[src/rtl/uart_tx_serializer.sv]
// UART transmitter: edge-detects baud_in into ticks, buffers host bytes in a FIFO and shifts out framed bits.
// tx is registered and moves one clk after the tick that ends a bit; tx_ready drops only when the FIFO is full.
module uart_tx_serializer #(
  parameter int DATA_BITS     = 8,
  parameter int TICKS_PER_BIT = 16,
  parameter int FIFO_DEPTH    = 4,
  parameter int PARITY_EN     = 0,
  parameter int PARITY_ODD    = 0,
  parameter int STOP_BITS     = 1
) (
  input  logic                         clk,
  input  logic                         reset_n,
  input  logic                         baud_in,
  input  logic [DATA_BITS-1:0]         tx_data,
  input  logic                         tx_valid,
  output logic                         tx_ready,
  output logic                         tx,
  output logic                         busy,
  output logic [$clog2(FIFO_DEPTH):0]  fifo_count
);

  localparam int AW = $clog2(FIFO_DEPTH);
  localparam int CW = AW + 1;
  localparam int TW = (TICKS_PER_BIT > 1) ? $clog2(TICKS_PER_BIT) : 1;
  localparam logic [TW-1:0] LAST_TICK = TW'(TICKS_PER_BIT - 1);
  localparam logic [3:0]    LAST_DATA = 4'(DATA_BITS - 1);
  localparam logic [3:0]    LAST_STOP = 4'(STOP_BITS - 1);
  localparam logic [CW-1:0] DEPTH     = CW'(FIFO_DEPTH);

  typedef enum logic [2:0] {IDLE, START, DATA, PARITY, STOP} state_t;

  logic                 baud_q;
  logic                 tick;
  logic [DATA_BITS-1:0] mem [FIFO_DEPTH];
  logic [AW-1:0]        wr_ptr;
  logic [AW-1:0]        rd_ptr;
  logic [CW-1:0]        count;
  logic                 push;
  logic                 pop;
  logic [DATA_BITS-1:0] head;

  state_t               state, state_n;
  logic [TW-1:0]        tick_cnt, tick_cnt_n;
  logic [3:0]           bit_cnt, bit_cnt_n;
  logic [DATA_BITS-1:0] shift, shift_n;
  logic                 par_q, par_n;
  logic                 tx_q, tx_n;
  logic                 bit_end;

  // baud_q resets high like the generator output, so the first tick is a genuine rising edge
  always_ff @(posedge clk or negedge reset_n) begin
    if (!reset_n) baud_q <= 1'b1;
    else          baud_q <= baud_in;
  end
  assign tick = baud_in & ~baud_q;

  assign tx_ready   = (count < DEPTH);
  assign push       = tx_valid & tx_ready;
  assign head       = mem[rd_ptr];
  assign fifo_count = count;

  always_ff @(posedge clk) begin
    if (push) mem[wr_ptr] <= tx_data;
  end

  always_ff @(posedge clk or negedge reset_n) begin
    if (!reset_n) begin
      wr_ptr <= '0;
      rd_ptr <= '0;
      count  <= '0;
    end else begin
      if (push) wr_ptr <= wr_ptr + 1'b1;
      if (pop)  rd_ptr <= rd_ptr + 1'b1;
      case ({push, pop})
        2'b10:   count <= count + 1'b1;
        2'b01:   count <= count - 1'b1;
        default: count <= count;
      endcase
    end
  end

  always_ff @(posedge clk or negedge reset_n) begin
    if (!reset_n) begin
      state    <= IDLE;
      tick_cnt <= '0;
      bit_cnt  <= '0;
      shift    <= '0;
      par_q    <= 1'b0;
      tx_q     <= 1'b1;
    end else begin
      state    <= state_n;
      tick_cnt <= tick_cnt_n;
      bit_cnt  <= bit_cnt_n;
      shift    <= shift_n;
      par_q    <= par_n;
      tx_q     <= tx_n;
    end
  end

  assign bit_end = tick && (tick_cnt == LAST_TICK);

  always_comb begin
    state_n    = state;
    tick_cnt_n = tick_cnt;
    bit_cnt_n  = bit_cnt;
    shift_n    = shift;
    par_n      = par_q;
    pop        = 1'b0;
    tx_n       = 1'b1;

    if (tick && state != IDLE) tick_cnt_n = bit_end ? '0 : tick_cnt + 1'b1;

    case (state)
      IDLE: begin
        if (tick && count != '0) begin
          pop        = 1'b1;
          tick_cnt_n = '0;
          state_n    = START;
        end
      end
      START: begin
        if (bit_end) begin
          bit_cnt_n = '0;
          state_n   = DATA;
        end
      end
      DATA: begin
        if (bit_end) begin
          shift_n = shift >> 1;
          if (bit_cnt == LAST_DATA) begin
            bit_cnt_n = '0;
            state_n   = (PARITY_EN != 0) ? PARITY : STOP;
          end else begin
            bit_cnt_n = bit_cnt + 4'd1;
          end
        end
      end
      PARITY: begin
        if (bit_end) begin
          bit_cnt_n = '0;
          state_n   = STOP;
        end
      end
      STOP: begin
        if (bit_end) begin
          bit_cnt_n = '0;
          if (bit_cnt != LAST_STOP) bit_cnt_n = bit_cnt + 4'd1;
          else if (count != '0) begin
            pop     = 1'b1;
            state_n = START;
          end else begin
            state_n = IDLE;
          end
        end
      end
      default: state_n = IDLE;
    endcase

    // parity is latched from the popped byte, since the shift register is consumed during DATA
    if (pop) begin
      shift_n = head;
      par_n   = (PARITY_ODD != 0) ? ~^head : ^head;
    end

    case (state_n)
      START:   tx_n = 1'b0;
      DATA:    tx_n = shift_n[0];
      PARITY:  tx_n = par_n;
      default: tx_n = 1'b1;
    endcase
  end

  assign tx   = tx_q;
  assign busy = (state != IDLE);

endmodule
[config.mk]
export PLATFORM = sky130hd
export DESIGN_NAME = uart_tx_serializer
export DESIGN_NICKNAME = d
export VERILOG_FILES = /design/src/rtl/uart_tx_serializer.sv
export SDC_FILE = /design/constraint.sdc
export NUM_CORES = 1
export LEC_CHECK = 0
export ABC_CLOCK_PERIOD_IN_PS = 2800
export BUFFER_PORTS_ARGS = -buffer_cell sky130_fd_sc_hd__buf_2
export CORE_MARGIN = 5
export CORE_UTILIZATION = 45
export DETAILED_ROUTE_END_ITERATION = 10
export SYNTH_ARGS = -nofsm -noshare
export SYNTH_HDL_FRONTEND = slang
export SYNTH_SLANG_ARGS = --single-unit
[constraint.sdc]
create_clock -name clk -period 2.8 [get_ports clk]
set_clock_uncertainty 0.1 [all_clocks]
set_input_delay 0.28 -clock clk [delete_from_list [all_inputs] [get_ports clk]]
set_output_delay 0.28 -clock clk [all_outputs]
set_load 0.03 [all_outputs]
### After elaboration in Yosys (flattened, before gate mapping)

Memories as Yosys holds them, arrays and structs flattened.
Cells that the tools add are included.

| word-level totals | value |
|---|---|
| input bits | 12 |
| memories kept | 1 |
| flip-flop bits (word level) | 29 |
| output and inout port bits | 6 |
| RAM bits | 32 |

Memories:

| name | words | width | read ports | clocked after memory_dff | wr ports | line | source |
|---|---|---|---|---|---|---|---|
| mem | 4 | 8 | 1 | 0 | 1 | 34 | `logic [DATA_BITS-1:0] mem [FIFO_DEPTH];` |

| cells by class | value |
|---|---|
| add/sub/neg operators | 6 |
| equal/unequal tests | 14 |
| magnitude comparators | 1 |
| mux-type cells | 32 |
| reductions and logical operators | 15 |
| bitwise operators | 3 |

Operator list:

| cell | count |
|---|---|
| 2-to-1 mux 4 bit | 9 |
| 2-to-1 mux 8 bit | 3 |
| 2-to-1 mux 3 bit | 7 |
| one-hot mux 3 bit (5 select lines) | 1 |
| == test 3 x 2 -> 1 bit, second input constant | 4 |
| one-hot mux 4 bit (3 select lines) | 1 |
| nonzero test 3 bit | 3 |
| adder 4 x 1 -> 4 bit, second input constant | 2 |
| 2-to-1 mux 1 bit | 8 |
| XOR reduction 8 bit | 1 |
| == test 3 x 1 -> 1 bit, second input constant | 2 |
| one-hot mux 3 bit (2 select lines) | 1 |
| nonzero test 2 bit | 3 |
| adder 2 x 1 -> 2 bit, second input constant | 2 |
| == test 4 x 3 -> 1 bit, second input constant | 1 |
| == test 4 bit, second input constant | 1 |
| inequality test 2 bit, second input constant | 2 |
| AND reduction 4 bit | 1 |
| nonzero test 4 bit | 1 |
| adder 3 x 1 -> 3 bit, second input constant | 1 |
| == test 3 bit, second input constant | 1 |
| logical AND 1 bit | 3 |
| zero test 3 bit | 1 |
| less-than comparator 3 bit, second input constant | 1 |
| 10 further kinds | 11 |

### Depth between registers and ports, before layout

Gate-level depths: netlist (run 1).

| depth | value |
|---|---|
| depth after elaboration | 7 |
| mapped depth | 13 |

### Worst setup path after synthesis (run 1)

OpenSTA, ideal clock, no wires.

| path | value |
|---|---|
| kind | register to register |
| from | register count[2], in the netlist fifo_count[2] |
| to | register count[2], in the netlist fifo_count[2] |
| library setup time | 0.133 ns |
| path buffers | 1 |
| setup slack | 0.230 ns |
| required time | 2.567 ns |
| stages on the path, launching flop included | 12 |
| period minus slack after synthesis | 2.570 ns |
| data arrival time | 2.337 ns |
| path through | dfrtp_1 -> inv_1 -> a31oi_1 -> nand3_2 -> inv_2 -> buf_4 -> ha_1 -> inv_1 -> fa_1 -> xor2_1 -> nor2_1 -> xnor2_1 |

| on the way | value |
|---|---|
| elaborated cells on any way between the ends | 15 |
| those cells by class | add/sub: 2; order compare: 1; eq/ne: 2; mux: 6; bitwise: 1; reduce/logical: 3 |

RTL lines:

| what | line | source |
|---|---|---|
| start: declaration | 37 | `logic [CW-1:0] count;` |
| start signal: assignment | 75 | `2'b10: count <= count + 1'b1;` |
| start signal: assignment | 76 | `2'b01: count <= count - 1'b1;` |
| start signal: assignment | 77 | `default: count <= count;` |
| less-than comparator 3 bit * | 57 | `assign tx_ready = (count < DEPTH);` |
| named net tx_ready | 16 | `output logic tx_ready,` |
| AND 1 bit * | 58 | `assign push = tx_valid & tx_ready;` |
| == test 2 x 1 -> 1 bit or == test 2 bit (tied branches) | 74 | `case ({push, pop})` |
| one-hot mux 3 bit (2 select lines) or nonzero test 2 bit (tied branches) | - |  |

Mark *: on every way through the listed nets, which the timed path passes. The rest lies on a longest branch.
A chain may end at the register's enable or synchronous reset.

### Worst setup path after layout (run 1)

| path | value |
|---|---|
| from | input baud_in |
| to | register count[2], in the netlist fifo_count[2] |

| on the way | value |
|---|---|
| cells in the longest elaborated chain, start to end | 6 |
| elaborated cells on any way between the ends | 10 |
| those cells by class | eq/ne: 2; mux: 4; bitwise: 1; reduce/logical: 3 |

Ends and longest elaborated chain:

| what | line | source |
|---|---|---|
| start: declaration | 13 | `input logic baud_in,` |
| AND 1 bit * | 55 | `assign tick = baud_in & ~baud_q;` |
| logical AND 1 bit, on equally long branches | 100, 115 |  |
| 2-to-1 mux 1 bit, on equally long branches | 145, 115 |  |
| one-hot mux 1 bit (2 select lines) * | 113 | `case (state)` |
| == test 2 x 1 -> 1 bit or == test 2 bit (tied branches) | 74 |  |
| one-hot mux 3 bit (2 select lines) or nonzero test 2 bit (tied branches) | - |  |

Mark *: on every way between the ends. The rest lies on a longest branch, timed or not.

==> metrics, run 1 <==
status complete, no violations; largest net degree at the start of global routing 30; Initial Utilization a little under half; Worst-Skew Late Latency 330 ps; NetSw between 700 and 800 uW; PD cells 800 nW/um^2; worst setup margin roughly 300 ps; Final GP Congestion 0.796; Hold Crit Endpoint mem[3][7]; Post-Synth Adder-Cell Area 4.27%; complex-gate fraction of the synthesized area 8.33%; Max H-tree Level 3; CP required 2950 ps; Area growth, synth to finish 15.7%; Max-slew headroom 56.1%; largest family of logic cells by synthesized area simple AND/OR/NAND/NOR gates; Net Sw Frac 28.1%; RSZ-0062 raised after global routing no; CP endpoint kind flip-flop; CP peak stage delay 520 ps; CTS root buf clkbuf_8; MaxCap Viol Count 0; Initial DRC Count 119; Post-synth top flop edfxtp_1; Max Clock Freq 400 MHz; Logic pwr share 18.3%; CP Cell Sequence dlygate4sd3_1 -> buf_2 -> nand2b_1 -> a31oi_1 -> nand3_2 -> inv_2 -> ha_1 -> inv_1 -> fa_1 -> xor2_1 -> nor2_1 -> xnor2_1; LEAKAGE 1.28 nW; Std-Cell Rows 28; antenna violations before repair 0; EDFF count, synth 32; nets 259; register share of total power between 40 and 50%; CTS clk-pin slew, worst paths 70 ps; DRC viols 0; final WL 4710 um; setup violators final 0; Slowest-stage cell, CP dlygate4sd3_1; CP arrival 2660 ps; CTS tree yes; CTS sink count 61; reg2reg end fifo_count[2]; setup TNS 0 ps; vias in the first global route roughly 1.7k; Die Y between 80 and 90 um; Syn Inst Count 209; max-slew violations 0; pre-CTS setup slack 322 ps; Overall Global Routing Usage roughly 14%; Tightest Pin Transition 659 ps; Yosys top cell area share 34.2%; Max IR drop VDD 0.600 mV; via count 1642; Worst R2R Path Depth 11; FFs w/ async S/R, synth 47.5%; Pint approximately 1.9 mW; detailed-router iteration count before antenna repair 4; Die W 89.0 um; HPWL Detailed 3340 um; die footprint around 8000 um^2; hold_sp tx_data[7]; Setup CP Type in -> reg; Post-Syn Area ~2800 um^2; CP delay by family, top buffers and inverters; Synth area leaders edfxtp_1, dfrtp_1, mux4_2; Post-Synth Simple-Gate Area 10.7%; Post-synth top cells edfxtp_1, dfrtp_1, nand2_1, inv_1, xnor2_1; share of cells above drive strength 1 22.6%; Seq/Total Area, Yosys 60.1%; Synth Register Bits 61; global-route wire length before repair around 8300 um; Overflow after GRT 0; clock buffer depth 2; Vias/cell 5.16; Startpoint Class primary input; HP Class in -> reg; most frequent cell after synthesis edfxtp_1; WP buf/inv 4; Gates resized, CTS repair 0; cts bufs inserted 9; Tcrit/Tclk final approximately nine tenths; area leader, netlist edfxtp_1; wire length per cell 14.8 um; I/O pins 18; Fin. Hold Viols 0; ANT cells 0; Yosys warnings 0; reg-to-reg slack, setup 300 ps; area share of xor/xnor cells in the synthesized design under 10%; Post-Syn Area per Cell 13.4 um^2; clock share of power about 37%; worst reg2reg startpoint tick_cnt[0]; min Tclk post-route roughly 2500 ps; post-synthesis mux area share 8.59%; Yosys cell types 45; Worst Path Max Fanout 8; Port Buf Inserts 17; DRT antenna net count 0; hold path cells 1; Mapped Nets 230; Core ar. 5990 um^2
-- cells by family after synthesis --
kind of cell / count (synthesis)
AOI/OAI and AO/OA: 36
and+or+nand+nor: 54
adders and majority gates: 9
muxes: 14
DFF: 61
xor gates and xnor gates: 14
buffers and inverters: 21
-- sequential cells by signal, indices dropped and copies added (netlist names) --
name,flops
mem,32
shift,8
bit_cnt,4
tick_cnt,4
fifo_count,3
state,3
rd_ptr,2
wr_ptr,2
baud_q,1
par_q,1
tx,1
-- metrics by stage --
step	instances	hold slack [ps]	utilization, %	power [mW]	cell area (um^2)
3_5_place_dp	300	263	49.8	1.67	2990
2_1_floorplan	209	-116	-	1.52	2810
3_3_place_gp	300	261	49.8	1.65	2990
5_1_grt	318	37.1	54.3	2.75	3250
6_report	318	52.9	54.3	2.60	3250
4_1_cts	318	38.4	54.3	2.64	3250
-- power groups by stage --
stage	logic [mW]	clock network, mW	registers (mW)
global placement	0.468	0	1.18
detailed placement	0.482	0	1.19
floorplan	0.304	0	1.21
finish	0.476	0.954	1.17
global route	0.544	1.03	1.18
CTS	0.489	0.978	1.17
-- timing repair --
action	CTS	global route
setup buffers	0	0
hold buffers	2	0
endpoints found under the hold margin	28	0
-- layout by cell type (no fill, tap or decap), drive strengths merged, types with 2 or more instances in the layout --
master	n
nor2	9
o21ai	12
ha	8
and2	5
a21oi	5
a21o	4
edfxtp	32
clkinvlp	2
nand3b	2
dlygate4sd3	2
bufinv	3
nand3	3
dfstp	2
buf	23
o211ai	3
xor2	2
nor2b	3
a22o	6
mux2i	5
nor3	3
inv	15
xnor2	12
nand2b	2
mux4	8
clkbuf	9
a31oi	2
or3	3
dfrtp	27
nand2	17
-- metal layers --
layer | routed length (um) | track usage, %
met3 | 195 | 3.78
met4 | 123 | 7.71
met2 | 1990 | 19.1
met1 | 2400 | 21.0
met5 | 0 | 0
-- area by class of cell --
type	instances	area [um^2]
Timing Repair Buffer	25	150
Clock inverter	7	123
Inverter	14	52.6
Fill cell	508	2740
Tap cell	75	93.8
Multi-Input combinational cell	127	1020
Sequential cell	61	1690
Clock buffer	9	124
-- worst max-delay path by stage --
stage	startpoint	endpoint	slack [ps]	cells after the start
after global routing	baud_in	fifo_count[2]	90	12
after global placement	tick_cnt[0]	fifo_count[2]	430	11
after CTS	tick_cnt[0]	fifo_count[2]	270	11
after floorplan	fifo_count[2]	fifo_count[2]	230	11
final	baud_in	fifo_count[2]	300	12
after detailed placement	tick_cnt[0]	fifo_count[2]	320	11
(Power assumes the default switching activity.)
==> inputs of run 2 (changes only) <==
--- a/config.mk
+++ b/config.mk
@@ -10,6 +10,7 @@
 export CORE_MARGIN = 5
 export CORE_UTILIZATION = 45
 export DETAILED_ROUTE_END_ITERATION = 10
+export PLACE_DENSITY = 0.7
 export SYNTH_ARGS = -nofsm -noshare
 export SYNTH_HDL_FRONTEND = slang
 export SYNTH_SLANG_ARGS = --single-unit
==> metrics, run 2 (synthesized netlist as in run 1, its figures left out) <==
Die Y 89.0 um (unchanged); area of the multi-input gates 1020 um^2 (unchanged); Final GP Congestion 0.779 (-2.1%); status complete, no violations; Initial DRC Count 41 (-66%); global-route wire length before repair 7910 um (-5.1%); max-slew violations 0 (unchanged); most frequent cells in the layout edfxtp_1, dfrtp_1, nand2_1, buf_2; FF+latch area 1690 um^2 (unchanged); Regs by FF count mem (32), shift (8); share of cells above drive strength 1 22.0% (-0.64 points); Std-Cell Rows 28 (unchanged); Tightest Pin Transition 636 ps (-23.1 ps); Worst-Skew Late Latency 340 ps (about the same); Max IR drop VDD 0.371 mV (-38%); largest net degree at the start of global routing 30 (unchanged); via count 1644 (+0.12%); Placed Instances 298 (-0.67%); clock buffer depth 2 (unchanged); CP arrival 2590 ps (-70 ps); worst setup margin 361 ps (+63.2 ps); Logic pwr share 19.1% (+0.8 points); CTS tree yes; NetSw 710 uW (-2.8%); I/O pins 18 (unchanged); DRT antenna net count 0 (unchanged); Port Buf Inserts 17 (unchanged); Overall Global Routing Usage 13.7% (-0.60 points); register share of total power 48.9% (+3.9 points); Area growth, synth to finish 13.4%; Pint 1.68 mW (-10%); min Tclk post-route 2440 ps (-63.2 ps); ANT cells 0 (unchanged); vias in the first global route 1612 (-3.3%); final WL 4510 um (-4.3%); Gates resized, CTS repair 0 (unchanged); Max-slew headroom 57.6% (+1.5 points); Initial Utilization 46.9% (unchanged); final std cells w/o fill 316 (-0.63%); HPWL Detailed 3220 um (-3.5%); Worst R2R Path Depth 11 (unchanged); nets 257 (-0.77%); detailed-router iteration count before antenna repair 4 (unchanged); die footprint 7930 um^2 (unchanged); Core ar. 5990 um^2 (unchanged); MaxCap Viol Count 0 (unchanged); Setup CP Type in -> reg; setup TNS 0 ps (unchanged); Max H-tree Level 3 (unchanged); antenna violations before repair 0 (unchanged); max FFs per register 32 (unchanged); CTS sink count 61 (unchanged); HP Class in -> reg; cts bufs inserted 9 (unchanged); dpl cell area 2970 um^2 (-0.50%); LEAKAGE 1.25 nW (-2.1%); wire length per cell 14.3 um (-3.7%); hold path cells 1 (unchanged); most common cell after layout, fill and taps aside edfxtp_1; Reg with most FFs mem; setup bufs post-CTS 0 (unchanged); RSZ-0062 raised after global routing no; Startpoint Class primary input; PD cells 751 nW/um^2 (-6.1%); Vias/cell 5.20 (+0.76%); CP required 2960 ps (about the same); fill count 522 (+2.8%); pre-CTS setup slack 389 ps (+66.9 ps); CTS root buf clkbuf_8; CTS clk-pin slew, worst paths 70 ps (about the same); Worst Path Max Fanout 8 (unchanged); Die W 89.0 um (unchanged); Tcrit/Tclk final 87.1% (-2.3 points); DRC viols 0 (unchanged); Overflow after GRT 0 (unchanged); clock share of power 32.0% (-4.7 points); setup violators final 0 (unchanged); CP endpoint kind flip-flop; Final Cell Area 3190 um^2 (-2.0%); overall power 2.39 mW (-8.0%); Net Sw Frac 29.7% (+1.6 points); Max Clock Freq 410 MHz (+2.6%); Fin. Hold Viols 0 (unchanged)
[run 2: what timing repair did]
item	4_1_cts	5_1_grt
hold endpoints to repair	28	0
endpoints found under the setup margin	0	0
hold buffers	2	0
[run 2: final timing paths]
kind	slack, ps	endpoint	startpoint
min in group asynchronous	390	tick_cnt[3]	reset_n
min reg2reg	390	par_q	par_q
max reg2reg	370	fifo_count[2]	tick_cnt[0]
max in group asynchronous	1780	bit_cnt[3]	reset_n
max	360	fifo_count[2]	baud_in
min	50	mem[2][7]	tx_data[7]
[run 2: critical path: stages]
cell	delay, ps
dlygate4sd3_1	520
buf_2	120
nand2b_1	120
a31oi_1	260
nand3_2	210
inv_2	100
ha_1	170
inv_1	60
fa_1	370
xor2_1	150
nor2_1	110
xnor2_1	130
[run 2: power groups by stage]
stage | sequential (mW) | clock (mW) | combinational (mW)
global placement | 1.18 | 0 | 0.459
CTS | 1.17 | 0.794 | 0.471
floorplan | 1.21 | 0 | 0.304
global route | 1.19 | 0.845 | 0.522
finish | 1.17 | 0.766 | 0.457
detailed placement | 1.19 | 0 | 0.466
[run 2: cell type report]
type | instances | share of cell area, %
clock buffer | 9 | 3.89
clock inverter | 7 | 2.32
inverter | 14 | 1.65
multi-input combinational | 127 | 32.0
sequential | 61 | 53.0
tap | 75 | 2.94
timing repair buffer | 23 | 4.24
[run 2: layer usage]
layer | share of wire, % | wire, um | global-route usage (%)
met1 | 46 | 2070 | 17.2
met2 | 47 | 2140 | 20.4
met3 | 4.6 | 207 | 6.36
met4 | 2.0 | 89 | 5.68
met5 | 0 | 0 | 0
[run 2: through the flow]
| stage | hold slack [ps] | utilization [%] |
|---|---|---|
| 3_5_place_dp | 244 | 49.6 |
| 5_1_grt | 27.2 | 53.2 |
| 6_report | 54.1 | 53.2 |
| 2_1_floorplan | -116 | - |
| 4_1_cts | 26.3 | 53.2 |
| 3_3_place_gp | 244 | 49.6 |
